$ cat config.mk
export PLATFORM = sky130hd
export DESIGN_NAME = bp_nonsynth_io_cfg_responder_flat
export DESIGN_NICKNAME = d
export VERILOG_FILES = /design/src/rtl/bp_nonsynth_io_cfg_responder_if.sv /design/src/rtl/bp_nonsynth_io_cfg_responder.sv /design/src/flat_wrapper.sv
export SDC_FILE = /design/constraint.sdc
export NUM_CORES = 1
export LEC_CHECK = 0
export BUFFER_PORTS_ARGS = -buffer_cell sky130_fd_sc_hd__buf_2
export CAP_MARGIN = 30
export CORE_AREA = 2 2 105 107
export CTS_CLUSTER_DIAMETER = 100
export DETAILED_ROUTE_END_ITERATION = 8
export DIE_AREA = 0 0 107 109
export GPL_TIMING_DRIVEN = 0
export PLACE_DENSITY = 0.73
export SLEW_MARGIN = 5
export SYNTH_ARGS = -nofsm -noshare
export SYNTH_HDL_FRONTEND = slang
export SYNTH_SLANG_ARGS = --single-unit
$ cat constraint.sdc
create_clock -name clk_i -period 3.9 [get_ports clk_i]
set_clock_uncertainty 0.2 [all_clocks]
set_input_delay 0.195 -clock clk_i [delete_from_list [all_inputs] [get_ports clk_i]]
set_output_delay 0.195 -clock clk_i [all_outputs]
set_load 0.02 [all_outputs]
$ cat src/rtl/bp_nonsynth_io_cfg_responder_if.sv
// io_cmd / io_resp channel bundle between a host loader (master) and the
// config-space responder (slave).
interface bp_nonsynth_io_cfg_responder_if #(
  parameter int msg_width_p = 127
);
  // Handshake rules:
  //  - A command transfers on a cycle where io_cmd_v_i and io_cmd_yumi_o are
  //    both high. yumi is a same-cycle consume, so it may depend on valid.
  //  - A response transfers on a cycle where io_resp_v_o and io_resp_ready_i
  //    are both high. Once raised, valid and the payload stay stable until
  //    that transfer happens.
  logic [msg_width_p-1:0] io_cmd_i;
  logic                   io_cmd_v_i;
  logic                   io_cmd_yumi_o;
  logic [msg_width_p-1:0] io_resp_o;
  logic                   io_resp_v_o;
  logic                   io_resp_ready_i;

  modport master (
    output io_cmd_i, io_cmd_v_i, io_resp_ready_i,
    input  io_cmd_yumi_o, io_resp_o, io_resp_v_o
  );

  modport slave (
    input  io_cmd_i, io_cmd_v_i, io_resp_ready_i,
    output io_cmd_yumi_o, io_resp_o, io_resp_v_o
  );
endinterface

$ cat src/rtl/bp_nonsynth_io_cfg_responder.sv
// Io-side endpoint that answers uncached config-space commands: owns the
// per-core freeze register and returns exactly one response per command.
module bp_nonsynth_io_cfg_responder #(
  parameter int num_core_p    = 4,
  parameter int paddr_width_p = 40,
  parameter int data_width_p  = 64,
  parameter int resp_delay_p  = 0,
  parameter int err_width_p   = 8,
  parameter int msg_width_lp  = 4 + paddr_width_p + 3 + 16 + data_width_p
) (
  input  logic                   clk_i,
  input  logic                   reset_i,
  bp_nonsynth_io_cfg_responder_if.slave io,
  output logic [num_core_p-1:0]  freeze_o,
  output logic [err_width_p-1:0] err_count_o,
  output logic [1:0]             state_o
);

  // Message layout, LSB first: msg_type[4], addr[paddr], size[3],
  // payload[16], data[data_width]. The header is everything below data.
  localparam int hdr_width_lp = 23 + paddr_width_p;
  localparam int addr_lsb_lp  = 4;

  localparam logic [3:0]  e_cce_mem_uc_rd      = 4'h2;
  localparam logic [3:0]  e_cce_mem_uc_wr      = 4'h3;
  localparam logic [3:0]  cfg_dev_gp           = 4'h2;
  localparam logic [19:0] bp_cfg_reg_freeze_gp = 20'h00008;

  localparam logic [7:0] delay_init_lp =
    (resp_delay_p > 0) ? 8'(resp_delay_p - 1) : 8'd0;

  typedef enum logic [1:0] {
    e_idle = 2'd0,
    e_wait = 2'd1,
    e_resp = 2'd2
  } state_e;

  state_e                  state_r;
  logic [msg_width_lp-1:0] cmd_r;
  logic                    resp_bit_r;
  logic [7:0]              cnt_r;

  // Address viewed as a local address: reg[19:0], dev[23:20], cce[30:24],
  // and every bit above that forms the nonlocal field.
  logic [3:0]               cmd_type;
  logic [paddr_width_p-1:0] cmd_addr;
  logic                     cmd_data0;
  logic                     cmd_nonlocal;
  logic [6:0]               cmd_cce;
  logic [num_core_p-1:0]    cce_onehot;
  logic                     cce_hit, is_rd, is_wr, mapped, cur_bit, accept;

  assign cmd_type     = io.io_cmd_i[3:0];
  assign cmd_addr     = io.io_cmd_i[addr_lsb_lp +: paddr_width_p];
  assign cmd_data0    = io.io_cmd_i[hdr_width_lp];
  assign cmd_nonlocal = |cmd_addr[paddr_width_p-1:31];
  assign cmd_cce      = cmd_addr[30:24];

  always_comb begin
    cce_onehot = '0;
    for (int i = 0; i < num_core_p; i++) begin
      cce_onehot[i] = (cmd_cce == 7'(i));
    end
  end

  assign cce_hit = |cce_onehot;
  assign is_rd   = (cmd_type == e_cce_mem_uc_rd);
  assign is_wr   = (cmd_type == e_cce_mem_uc_wr);
  assign mapped  = !cmd_nonlocal && (cmd_addr[23:20] == cfg_dev_gp)
                && (cmd_addr[19:0] == bp_cfg_reg_freeze_gp)
                && cce_hit && (is_rd || is_wr);
  assign cur_bit = |(freeze_o & cce_onehot);
  assign accept  = (state_r == e_idle) && io.io_cmd_v_i;

  assign io.io_cmd_yumi_o = accept;
  assign io.io_resp_v_o   = (state_r == e_resp);
  assign io.io_resp_o     = {{(data_width_p-1){1'b0}}, resp_bit_r,
                             cmd_r[hdr_width_lp-1:0]};
  assign state_o          = state_r;

  // Command data is consumed at accept; the latched copy is kept whole for
  // debug visibility but only its header feeds the response.
  logic unused_cmd_data;
  assign unused_cmd_data = ^cmd_r[msg_width_lp-1:hdr_width_lp];

  always_ff @(posedge clk_i or posedge reset_i) begin
    if (reset_i) begin
      state_r     <= e_idle;
      cmd_r       <= '0;
      resp_bit_r  <= 1'b0;
      cnt_r       <= '0;
      freeze_o    <= '1;
      err_count_o <= '0;
    end else begin
      case (state_r)
        e_idle: begin
          if (accept) begin
            cmd_r      <= io.io_cmd_i;
            cnt_r      <= delay_init_lp;
            resp_bit_r <= mapped && is_rd && cur_bit;
            if (mapped && is_wr) begin
              freeze_o <= cmd_data0 ? (freeze_o | cce_onehot)
                                    : (freeze_o & ~cce_onehot);
            end
            if (!mapped && (err_count_o != '1)) begin
              err_count_o <= err_count_o + 1'b1;
            end
            state_r <= (resp_delay_p > 0) ? e_wait : e_resp;
          end
        end
        e_wait: begin
          if (cnt_r == 8'd0) state_r <= e_resp;
          else               cnt_r   <= cnt_r - 8'd1;
        end
        e_resp: begin
          if (io.io_resp_ready_i) state_r <= e_idle;
        end
        default: state_r <= e_idle;
      endcase
    end
  end

endmodule
$ cat src/flat_wrapper.sv
// flat-port wrapper written by rule: the top's interface ports become plain ports
module bp_nonsynth_io_cfg_responder_flat 
#(
  parameter int num_core_p    = 4,
  parameter int paddr_width_p = 40,
  parameter int data_width_p  = 64,
  parameter int resp_delay_p  = 0,
  parameter int err_width_p   = 8,
  parameter int msg_width_lp  = 4 + paddr_width_p + 3 + 16 + data_width_p
)
  (clk_i, reset_i, freeze_o, err_count_o, state_o, io_io_cmd_i, io_io_cmd_v_i, io_io_resp_ready_i, io_io_cmd_yumi_o, io_io_resp_o, io_io_resp_v_o);
  bp_nonsynth_io_cfg_responder_if io_i ();
  input  logic clk_i;
  input  logic reset_i;
  output logic [num_core_p-1:0] freeze_o;
  output logic [err_width_p-1:0] err_count_o;
  output logic [1:0] state_o;
  input wire logic [$bits(io_i.io_cmd_i)-1:0] io_io_cmd_i;
  input wire logic [$bits(io_i.io_cmd_v_i)-1:0] io_io_cmd_v_i;
  input wire logic [$bits(io_i.io_resp_ready_i)-1:0] io_io_resp_ready_i;
  output wire logic [$bits(io_i.io_cmd_yumi_o)-1:0] io_io_cmd_yumi_o;
  output wire logic [$bits(io_i.io_resp_o)-1:0] io_io_resp_o;
  output wire logic [$bits(io_i.io_resp_v_o)-1:0] io_io_resp_v_o;
  assign io_i.io_cmd_i = io_io_cmd_i;
  assign io_i.io_cmd_v_i = io_io_cmd_v_i;
  assign io_i.io_resp_ready_i = io_io_resp_ready_i;
  assign io_io_cmd_yumi_o = io_i.io_cmd_yumi_o;
  assign io_io_resp_o = io_i.io_resp_o;
  assign io_io_resp_v_o = io_i.io_resp_v_o;
  bp_nonsynth_io_cfg_responder #(.num_core_p(num_core_p), .paddr_width_p(paddr_width_p), .data_width_p(data_width_p), .resp_delay_p(resp_delay_p), .err_width_p(err_width_p), .msg_width_lp(msg_width_lp)) u_core (.clk_i(clk_i), .reset_i(reset_i), .io(io_i), .freeze_o(freeze_o), .err_count_o(err_count_o), .state_o(state_o));
endmodule
==> flow_summary.yaml <==
run_status:
  outcome: "complete, no violations"
die:
  core_um2: 10600
  die_x_um: 107
  dieArea_um2: 11660
  initial_core_util: 0.3583
  ios: 274
  die-height_um: 109
  num_rows: 38
clock_network:
  cts.htree.levels: 3
  clock_sinks: 77
  post_cts_resized: 0
  cts_max_path_buffers: 2
  cts_setup_buffers: 0
  cts_tree: "built"
  cts-root-buf: "clkbuf_8"
  numCtsBuffers: 9
  clk_pin_slew_ns: 0.08
  clock_latency_ns: 0.34
timing:
  tightest_slew_ns: 0.7542
  period_share: 0.7460
  fin_crit_ns: 2.909
  rsz0062_at_grt: "no"
  slew_headroom: 0.4926
  fmax_ghz: 0.3437
  setup_viol: 0
  slew_violations: 0
  tns_ns: 0
  hold_viol_final: 0
logic_synthesis:
  synth_edf_count: 0
  dominantRegCellSynth: "dfrtp_1"
  synth_async_sr_flop_share: 1.000
  seq_area_frac_synth: 0.5086
  synthesis.area_um2: 3799
  yosysWarnings: 0
  syn_area_per_cell_um2: 8.896
  synthDistinctLibCells: 34
  ys_ff_latch: 77
  syn_inst: 427
worst_setup_path:
  critPathArrivalTime_ns: 2.99
  worst_setup_path_start_kind: "primary input"
  cp-end-kind: "flip-flop"
  cp.required_ns: 3.98
  crit_type: "in2reg"
  rrSetupSlack_ns: 1.63
  cp_max_fo: 8
  r2r_cells: 4
  r2r-start: "u_core.state_o[1]"
routing:
  drtAntennaViolNets: 0
  wl_um: 11350
  drc_errors: 0
  vias_per_cell: 4.353
  vias: 3744
  drtIter0Drc: 171
  routedWlPerCell_um: 13.20
  firstDrtPassIters: 4
global_routing:
  grt_max_degree: 41
  grt_use_total: 0.1935
  grt_pass1_vias: 3608
  grt_pass1_wl_um: 17480
  antenna_found_initial: 0
  gr-total-overflow: 0
power_and_ir_drop:
  leakage_nw: 3.234
  power.density_nw_per_um2: 433.1
  vdd_drop_max_uv: 234.3
  power.total_mw: 2.518
cells_and_area:
  nNetsFinal: 847
  diodes: 0
  final_common_cell: "nand2_1"
  fin_cells: 860
  drive_gt1_frac: 0.3361
  fin_util: 0.5484
  fill_cells: 944
  area_delta_synth_final_pct: 53.06
  layout_common_cells: "191 x nand2_1, 146 x buf_2, 73 x dfrtp_1, 67 x dlygate4sd3_1, 66 x buf_4"
worst_hold_path:
  hold_class: "in2async"
place:
  port_buffers: 146
  dpl.cell_count: 777
  place_congestion: 0.8182
  dp_hpwl_um: 7729
flow_run:
  cap_violations: 0
registers in the layout, indices dropped and copies added, names as in the netlist, named ones only:
signal	flops
u_core.cmd_r	63
u_core.state_o	1
u_core.err_count_o	8
u_core.resp_bit_r	1
logic make-up after synthesis:
group	synth area share
DFF	0.5086
and+or+nand+nor	0.2737
muxes	0.02075
AOI/OAI and AO/OA	0.02273
adders and majority gates	0.003293
xor gates and xnor gates	0.01383
buffers and inverters	0.1561
other	0.0009872
metal layers:
metal,vias to the layer above,part of all wire,track usage
li1,1827,-,-
met1,1725,0.41,0.2344
met2,172,0.51,0.3335
met3,20,0.066,0.04005
met4,0,0.016,0.08627
met5,-,0,0
critical path: stages:
cell	delay [ns]
dlygate4sd3_1	0.53
buf_2	0.13
or4_4	0.54
buf_6	0.15
or4_4	0.51
buf_6	0.15
nor4_1	0.43
mux2_1	0.36
Yosys cell counts, types with 4 or more instances:
cell / n / area (um2)
nor4_1: 12 / 75.07
buf_4: 66 / 495.5
nand4_1: 7 / 43.79
o311ai_1: 5 / 43.79
buf_1: 5 / 18.77
dfstp_2: 4 / 105.1
and3_1: 4 / 25.02
xnor2_1: 6 / 52.55
clkbuf_1: 11 / 41.29
nor4b_1: 4 / 35.03
dfrtp_1: 73 / 1827
nand2_1: 191 / 716.9
what timing repair did:
item / 4_1_cts / 5_1_grt
hold buffers: 67 / 0
endpoints found under the setup margin: 0 / 0
endpoints found under the hold margin: 102 / 0
stage by stage:
stage	setup slack (ns)	hold slack [ns]	instance area, um2
6_report	0.9906	0.2340	5814
5_1_grt	0.9763	0.2589	5814
4_1_cts	1.047	0.2264	5814
3_5_place_dp	1.204	0.06602	4964
3_3_place_gp	0.6184	0.1742	4941
2_1_floorplan	1.460	0.09145	4035
where the power goes:
| group | total [mW] | leakage (nW) | internal (mW) | switching, mW |
|---|---|---|---|---|
| registers | 1.08 | 0.940 | 0.964 | 0.113 |
| clock network | 0.551 | 0.0896 | 0.267 | 0.284 |
| logic | 0.889 | 2.20 | 0.332 | 0.557 |
| total | 2.52 | 3.23 | 1.56 | 0.955 |
worst max path at each step:
stage	startpoint	end	cells after the start
2_1_floorplan	io_io_cmd_i[31]	u_core.err_count_o[1]	6
3_3_place_gp	reset_i	u_core.cmd_r[62]	2
3_5_place_dp	io_io_cmd_i[31]	flip-flop	7
4_1_cts	io_io_cmd_i[31]	flip-flop	8
5_1_grt	io_io_cmd_i[31]	flip-flop	8
6_report	io_io_cmd_i[31]	flip-flop	8
layout make-up:
| class | instances | area (um2) | area share |
|---|---|---|---|
| Sequential cell | 77 | 1932 | 0.3323 |
| Multi-Input combinational cell | 325 | 1510 | 0.2597 |
| Timing Repair Buffer | 214 | 1421 | 0.2445 |
| Buffer | 84 | 578.1 | 0.09942 |
| Tap cell | 140 | 175.2 | 0.03013 |
| Clock buffer | 13 | 158.9 | 0.02733 |
| Clock inverter | 3 | 21.27 | 0.003658 |
| Inverter | 4 | 17.52 | 0.003013 |
(Power assumes the default switching activity.)
